## src/rtl/swap_engine.sv

```systemverilog
// Register-file swap/rotate engine: pair swap through a temp register, or rotate up by one.
// Optional rotate mode is compiled in when SWAP_ENGINE_ROTATE_EN is defined.
module swap_engine #(
    parameter int WIDTH = 6,
    parameter int DEPTH = 4,
    parameter int IDX_W = $clog2(DEPTH)
) (
    input  logic             clk,
    input  logic             rst,
    input  logic             start,
    input  logic             op,
    input  logic [IDX_W-1:0] idx_a,
    input  logic [IDX_W-1:0] idx_b,
    input  logic             wr_en,
    input  logic [IDX_W-1:0] wr_idx,
    input  logic [WIDTH-1:0] wr_data,
    input  logic [IDX_W-1:0] rd_idx,
    output logic [WIDTH-1:0] rd_data,
    output logic             busy,
    output logic             done,
    output logic             err
);

    typedef enum logic [2:0] {
        IDLE,
        MOVE,
`ifdef SWAP_ENGINE_ROTATE_EN
        SHIFT,
`endif
        REST,
        DONE
    } state_t;

    state_t           r_state;
    state_t           w_stateNext;
    logic             w_accept;
    logic             w_reject;
    logic             w_startRot;
    logic [WIDTH-1:0] r_regs [DEPTH];
    logic [WIDTH-1:0] r_tmp;
    logic [IDX_W-1:0] r_idxA;
    logic [IDX_W-1:0] r_idxB;
    logic             r_err;

`ifdef SWAP_ENGINE_ROTATE_EN
    logic             r_op;
    logic [IDX_W-1:0] r_cnt;
    logic [IDX_W-1:0] w_cntPrev;

    assign w_startRot = op;
    assign w_cntPrev  = r_cnt - IDX_W'(1);
`else
    logic w_unusedOp;

    assign w_startRot = 1'b0;
    assign w_unusedOp = op;
`endif

    // Range check without comparing against DEPTH directly, so power-of-two depths stay warning-free.
    function automatic logic idxOk(input logic [IDX_W-1:0] idx);
        logic ok;
        ok = 1'b0;
        for (int i = 0; i < DEPTH; i++) begin
            if (idx == IDX_W'(i)) ok = 1'b1;
        end
        return ok;
    endfunction

    always_ff @(posedge clk or negedge rst) begin
        if (!rst) r_state <= IDLE;
        else      r_state <= w_stateNext;
    end

    always_comb begin
        w_stateNext = r_state;
        w_accept    = 1'b0;
        w_reject    = 1'b0;
        case (r_state)
            IDLE: begin
                if (start) begin
                    if (w_startRot || (idxOk(idx_a) && idxOk(idx_b))) begin
                        w_accept = 1'b1;
`ifdef SWAP_ENGINE_ROTATE_EN
                        w_stateNext = op ? SHIFT : MOVE;
`else
                        w_stateNext = MOVE;
`endif
                    end else begin
                        w_reject = 1'b1;
                    end
                end
            end
            MOVE: w_stateNext = REST;
`ifdef SWAP_ENGINE_ROTATE_EN
            SHIFT: begin
                if (r_cnt == IDX_W'(1)) w_stateNext = REST;
            end
`endif
            REST:    w_stateNext = DONE;
            DONE:    w_stateNext = IDLE;
            default: w_stateNext = IDLE;
        endcase
    end

    // Datapath: host writes only land in IDLE when no operation is being accepted.
    always_ff @(posedge clk or negedge rst) begin
        if (!rst) begin
            for (int i = 0; i < DEPTH; i++) r_regs[i] <= WIDTH'(i + 1);
            r_tmp  <= '0;
            r_idxA <= '0;
            r_idxB <= '0;
            r_err  <= 1'b0;
`ifdef SWAP_ENGINE_ROTATE_EN
            r_op   <= 1'b0;
            r_cnt  <= '0;
`endif
        end else begin
            r_err <= w_reject;
            case (r_state)
                IDLE: begin
                    if (w_accept) begin
                        r_idxA <= idx_a;
                        r_idxB <= idx_b;
`ifdef SWAP_ENGINE_ROTATE_EN
                        r_op <= op;
                        if (op) begin
                            r_tmp <= r_regs[DEPTH-1];
                            r_cnt <= IDX_W'(DEPTH - 1);
                        end else begin
                            r_tmp <= r_regs[idx_a];
                        end
`else
                        r_tmp <= r_regs[idx_a];
`endif
                    end else if (wr_en && idxOk(wr_idx)) begin
                        r_regs[wr_idx] <= wr_data;
                    end
                end
                MOVE: r_regs[r_idxA] <= r_regs[r_idxB];
`ifdef SWAP_ENGINE_ROTATE_EN
                SHIFT: begin
                    r_regs[r_cnt] <= r_regs[w_cntPrev];
                    r_cnt         <= w_cntPrev;
                end
`endif
                REST: begin
`ifdef SWAP_ENGINE_ROTATE_EN
                    if (r_op) r_regs[0]      <= r_tmp;
                    else      r_regs[r_idxB] <= r_tmp;
`else
                    r_regs[r_idxB] <= r_tmp;
`endif
                end
                default: ;
            endcase
        end
    end

    // Out-of-range read indices return zero.
    always_comb begin
        rd_data = '0;
        for (int i = 0; i < DEPTH; i++) begin
            if (rd_idx == IDX_W'(i)) rd_data = r_regs[i];
        end
    end

    assign busy = (r_state != IDLE);
    assign done = (r_state == DONE);
    assign err  = r_err;

endmodule

```

## config.mk

```make
export PLATFORM = sky130hd
export DESIGN_NAME = swap_engine
export DESIGN_NICKNAME = d
export VERILOG_FILES = /design/src/rtl/swap_engine.sv
export SDC_FILE = /design/constraint.sdc
export NUM_CORES = 1
export LEC_CHECK = 0
export CORE_MARGIN = 2
export CORE_UTILIZATION = 25
export DETAILED_ROUTE_END_ITERATION = 7
export HOLD_SLACK_MARGIN = 0.03
export MAX_ROUTING_LAYER = met4
export SLEW_MARGIN = 20
export SYNTH_ARGS = -nofsm -noshare
export SYNTH_HDL_FRONTEND = slang
export SYNTH_SLANG_ARGS = --single-unit
```

## constraint.sdc

```tcl
create_clock -name clk -period 2.2 [get_ports clk]
set_input_delay 0.44 -clock clk [delete_from_list [all_inputs] [get_ports clk]]
set_output_delay 0.44 -clock clk [all_outputs]
set_load 0.01 [all_outputs]
```

==> impl_metrics.csv <==
group,metric,value,unit
clocking,clockBufferDepth,2,
floorplanning,die_y,115.2,um
placed_design,place.detailed.hpwl,6629,um
logic_synthesis,synth_top_area_cell,"dfrtp_1",
global_route,antenna_found_initial,0,
timing,finalHoldViolCount,0,
timing,fin_ws,0.09243,ns
logic_synthesis,yosysUniqueCellTypes,41,
outcome,status,"complete, no violations",
timing,slew_viol_final,0,
placed_design,place.gp.congestion,0.9117,
timing,max_freq,474.5,MHz
global_route,grt_start_max_net_pins,38,
layout,nNetsFinal,354,
setup_path,crit_slowest_cell,"clkdlybuf4s50_1",
clocking,insertion_delay,0.28,ns
logic_synthesis,synth_top_area_frac,0.2591,
clocking,post-cts-setup-buffers,0,
logic_synthesis,syn_area,3090,um^2
routing,vias,2692,
floorplanning,rows,40,
floorplanning,initial_core_util,0.2562,
setup_path,r2r_cells,6,
logic_synthesis,ys_ff_latch,37,
clocking,cts_inserted_buffers,5,
setup_path,critical_path_buf_inv_count,3,
routing,drtPass1Iterations,5,
timing,worst_pin_slew,0.8510,ns
layout,drive_above_1_share,0.2356,
routing,drc_errors,0,
setup_path,crit_required,1.76,ns
routing,wl_per_cell,19.30,um
timing,hold_ws,0.2664,ns
logic_synthesis,async_flop_share,1.000,
setup_path,r2r-start,"r_state[1]",
timing,rsz0062_at_grt,"no",
timing,min_period,2.108,ns
floorplanning,pin_count,28,
clocking,h-tree-depth,2,
clocking,cts_tree,"done",
logic_synthesis,synth_area_leaders,"dfrtp_1 26%, mux4_2 8.7%, mux2_1 8.0%",
timing,relSlewSlack,0.4327,
routing,antenna_left,0,
routing,viasPerCell,5.395,
routing,drt-total-wl,9632,um
logic_synthesis,yosys_most_used_dff,"dfrtp_1",
logic_synthesis,ys_warn_count,0,
clocking,cts_sinks,37,
timing,setup_violations,0,
pwr,vdd_drop_max,0.6766,mV
global_route,grt_pass1_vias,2636,
routing,drtIter0Drc,330,
floorplanning,core,12060,um^2
setup_path,endpoint,"busy",
clocking,clk_pin_slew_worst_paths,0.06,ns
logic_synthesis,synth.avg_cell_area,10.37,um^2
timing,fin_tns_setup,0,ns
placed_design,post-place-ws,-0.3694,ns
pwr,cellLeakagePower,0.001442,uW
layout,area_growth,22.27,%
setup_path,regToRegSetupSlack,0.18,ns
global_route,gr-total-overflow,0,
setup_path,path_class,"flip-flop to output pin",
logic_synthesis,synth-edff-count,0,
logic_synthesis,synth_nets,322,
setup_path,cp-end-kind,"output pin",
layout,fillCellCount,1255,
run,drv_cap,0,
timing,fin_skew,0.004035,ns
setup_path,crit_start,"r_state[1]",
setup_path,cp.arrival,1.67,ns
setup_path,critPathMaxStageDelay,0.56,ns
floorplanning,design.die.area,13270,um^2
hold_path,hold_path_class,"input port to asynchronous set/reset pin",
setup_path,path_depth,4,
setup_path,cp_top_family,"buffers and inverters",
clocking,hold_buffers,0,
setup_path,path_cells,"inv_1 -> ha_1 -> inv_2 -> clkdlybuf4s50_1",
setup_path,crit_fanout,9,
setup_path,startpoint_type,"flip-flop",
timing,finalCritPeriodShare,0.9580,
logic_synthesis,synthCells,298,
global_route,grt_pass1_wl,15500,um
floorplanning,die_x,115.2,um
clocking,root_buffer,"clkbuf_16",
global_route,grt_use_total,0.1571,
layout,finish.utilization,0.3133,
logic_synthesis,seq_area_frac_synth,0.3016,
pwr,power_density,1685,nW/um^2
placed_design,port_buffers,26,
layout,diodes,0,
-- placed cells by master (no fill, tap or decap), types with 9 or more instances in the layout --
master,Yosys,layout
nand2_1,26,26
a32o_1,9,9
nor2_1,11,11
mux2_2,15,15
clkdlybuf4s50_1,0,18
o21ai_0,17,17
mux4_2,12,12
a211oi_1,21,21
o2bb2ai_1,12,12
o21ai_1,10,10
mux2i_1,12,12
mux2_1,22,22
o31ai_1,25,25
dfrtp_1,32,31
buf_4,0,19
-- area by class of cell --
| type | count | area [um^2] | area share |
|---|---|---|---|
| Tap cell | 168 | 210.2 | 0.05563 |
| Timing Repair Buffer | 48 | 442.9 | 0.1172 |
| Multi-Input combinational cell | 234 | 2031 | 0.5374 |
| Sequential cell | 37 | 933.4 | 0.2470 |
| Inverter | 4 | 15.01 | 0.003974 |
| Clock buffer | 8 | 146.4 | 0.03874 |
-- metrics by stage --
step	total power (uW)	cells	area [um^2]
after floorplan	4328	298	3090
after global routing	6863	499	3779
after detailed placement	5625	491	3637
after global placement	5518	491	3637
final	6366	499	3779
after CTS	6348	499	3769
-- how the worst min path moves through the flow --
stage / slack, ns / to / from
after floorplan: 0.14 / asynchronous set/reset pin / rst
after global placement: 0.50 / flip-flop / flip-flop
after detailed placement: 0.50 / flip-flop / flip-flop
after CTS: 0.30 / asynchronous set/reset pin / rst
after global routing: 0.34 / asynchronous set/reset pin / rst
final: 0.27 / asynchronous set/reset pin / rst
-- where the power goes --
part / total, uW / internal [uW] / switching, uW / leakage, uW
registers: 1620 / 1060 / 557 / 0.000447
clock network: 732 / 453 / 280 / 0.0000712
logic: 4010 / 1850 / 2170 / 0.000924
-- cell usage after synthesis, types with 4 or more instances --
cell	number
dfrtp_1	32
a211oi_1	21
buf_2	7
o31ai_1	25
o21ai_0	17
nand2_1	26
buf_1	5
nor2_1	11
nand2b_1	4
a32o_1	9
mux4_2	12
mux2_1	22
mux2i_1	12
clkbuf_1	8
o21ai_1	10
mux2_2	15
dfstp_2	5
o2bb2ai_1	12
ha_1	5
-- cells by family after synthesis --
logic type / count (synthesis) / share of synthesized area
AOI/OAI and AO/OA: 104 / 0.2526
adders and majority gates: 5 / 0.02024
buffers and inverters: 27 / 0.04413
DFF: 37 / 0.3016
muxes: 64 / 0.2757
other: 1 / 0.001213
and+or+nand+nor: 60 / 0.1045
-- repair_timing --
action                                 4_1_cts  5_1_grt
cloned                                       0        0
setup endpoints to repair                    6        8
gates resized for setup                     20        3
endpoints found under the hold margin        0        0
-- routing by layer --
layer	up-vias	routed length, um	global-route usage
met5	-	0	-
met4	0	84	0.02811
met3	7	579	0.03163
met2	96	4467	0.2412
met1	1336	4501	0.2172
li1	1253	-	-
Power figures use the tool's default switching activity.
==> RTL edit (config.mk and constraints unchanged) <==
Encoding of `state_t`: now one-hot (4 bits for 4 states).
--- a/src/rtl/swap_engine.sv
+++ b/src/rtl/swap_engine.sv
@@ -22,12 +22,12 @@
 );
 
-    typedef enum logic [2:0] {
-        IDLE,
-        MOVE,
+    typedef enum logic [3:0] {
+        IDLE = 4'b0001,
+        MOVE = 4'b0010,
 `ifdef SWAP_ENGINE_ROTATE_EN
         SHIFT,
 `endif
-        REST,
-        DONE
+        REST = 4'b0100,
+        DONE = 4'b1000
     } state_t;
 
Behaviour: no difference found for any inputs over 4 cycles, from zero or initial values and one cycle with rst low; so few cycles prove little.
==> RTL edit against the unedited design <==
Sequential cell count grew 2. Non-clock buffer count is 30 higher. Critical path depth decreased by 1. Wire length increased by 37%. Total power about the same. Final area is 19% higher. Hold slack worse by 0.14 ns. Worst setup slack lost 0.013 ns. Sequential share of layout area is 2.8 points lower. Global-route usage up 2.3 points. Area after synthesis is 16% higher. Largest power group unchanged.
==> RTL edit: results (changes against the unedited design) <==
Status
  • Status: finished clean (unchanged)

Setup path
  • Critical path's slowest cell: dfstp_2 (was clkdlybuf4s50_1)
  • R2r worst-path depth: 5 (was 6)
  • Flop-to-flop setup slack: 0.15 ns (was 0.18 ns)
  • CP arrival: 1.68 ns
  • CP peak stage delay: 0.63 ns (was 0.56 ns)
  • Worst path top cell family by delay: flip-flops (was buffers and inverters)
  • FF-to-FF Start: r_state[0] (was r_state[1])

Power
  • Max VDD drop: 0.4579 mV (was 0.6766 mV)
  • Leak pwr: 1.690 nW (was 1.442 nW)

Global route
  • Largest net degree at the start of global routing: 60 (was 38)
  • Global-route usage over all layers: 0.1800 (was 0.1571)
  • First-pass GRT wire length: 20,110 um (was 15,500 um)
  • Via count of the first global-routing pass: 3,469 (was 2,636)

Placed design
  • Pre-CTS WS: -0.3698 ns (was -0.3694 ns)
  • HPWL Detailed: 9115 um (was 6629 um)
  • Placed insts: 575 (was 491)
  • Dpl cell area: 4337 um^2 (was 3637 um^2)
  • Global placement routability congestion: 0.9962 (was 0.9117)

Timing
  • Max_slew headroom: 0.5154 (was 0.4327)
  • Clock Skews: 0.007354 ns (was 0.004035 ns)

Synth
  • Area contributors post-synth: dfrtp_1 (23%), mux2_2 (13%), mux4_2 (7.5%) (was dfrtp_1 (26%), mux4_2 (8.7%), mux2_1 (8.0%))
  • Net Count, Synth: 371 (was 322)
  • Unique masters post-synth: 58 (was 41)
  • Share of the synthesized area in the top cell type: 0.2301 (was 0.2591)
  • Commonest cells post-synth: mux2_2 (43), dfrtp_1 (33), o221ai_1 (27), a21oi_1 (20), clkbuf_1 (17) (was dfrtp_1 (32), nand2_1 (26), o31ai_1 (25), mux2_1 (22), a211oi_1 (21))
  • Netlist Area Pre-Place: 3588 um^2 (was 3090 um^2)
  • Cells after Synth: 352 (was 298)
  • Sequential-to-total area share from yosys stat: 0.2741 (was 0.3016)

Routing
  • Starting DRT DRC Count: 514 (was 330)
  • Final wirelength: 13,170 um (was 9632 um)
  • DR vias: 3,598 (was 2,692)
  • WL per Instance: 22.55 um (was 19.30 um)

Cells and area
  • Fillers: 1,390 (was 1,255)
  • Nets@finish: 422 (was 354)
  • Layout cells sized above 1: 0.3465 (was 0.2356)
-- RTL edit: cell count changes in the layout (fill, tap and decap cells not counted), sizes merged, moves of 7 or more --
cell / before / now
nand2: 27 / 5
nand2b: 4 / 11
a211oi: 21 / 0
nor4b: 0 / 7
o21ai: 27 / 12
a21oi: 0 / 23
o31ai: 25 / 0
o221ai: 3 / 27
o2bb2ai: 12 / 0
o211ai: 1 / 11
buf: 26 / 54
-- RTL edit: repair_timing --
action / CTS / global route
endpoints found under the setup margin: 8 / 2
resized for setup: 14 / 2
setup buffers: 1 / 0
-- RTL edit: routing by layer --
| metal | part of all wire | vias up | track usage | routed length, um |
|---|---|---|---|---|
| li1 | - | 1536 | - | - |
| met1 | 0.39 | 1776 | 0.2224 | 5202 |
| met2 | 0.47 | 239 | 0.2830 | 6238 |
| met3 | 0.094 | 47 | 0.04258 | 1239 |
| met4 | 0.037 | 0 | 0.07457 | 490 |
| met5 | 0 | - | - | 0 |
-- RTL edit: logic make-up after synthesis --
group | count (synthesis) | synth area share
XOR/XNOR | 2 | 0.006975
flip-flops | 39 | 0.2741
other | 1 | 0.001045
multiplexers | 66 | 0.2409
AND/OR/NAND/NOR | 74 | 0.1423
buffers and inverters | 41 | 0.05684
AO/OA/AOI/OAI | 129 | 0.2779
-- RTL edit: area by class of cell --
class / instances / area [um^2] / area share
clock buffers: 8 / 136.4 / 0.03031
inverters: 7 / 26.28 / 0.005840
multi-input cells: 272 / 2416 / 0.5370
flip-flops and latches: 39 / 984.7 / 0.2189
well taps: 180 / 225.2 / 0.05006
repair buffers: 78 / 710.7 / 0.1580
-- RTL edit: power breakdown --
part           internal [mW]  switching, mW  leakage, nW
Clock                  0.423          0.305       0.0652
Sequential              1.08          0.511        0.471
Combinational           1.95           2.10         1.15
Total                   3.45           2.92         1.69
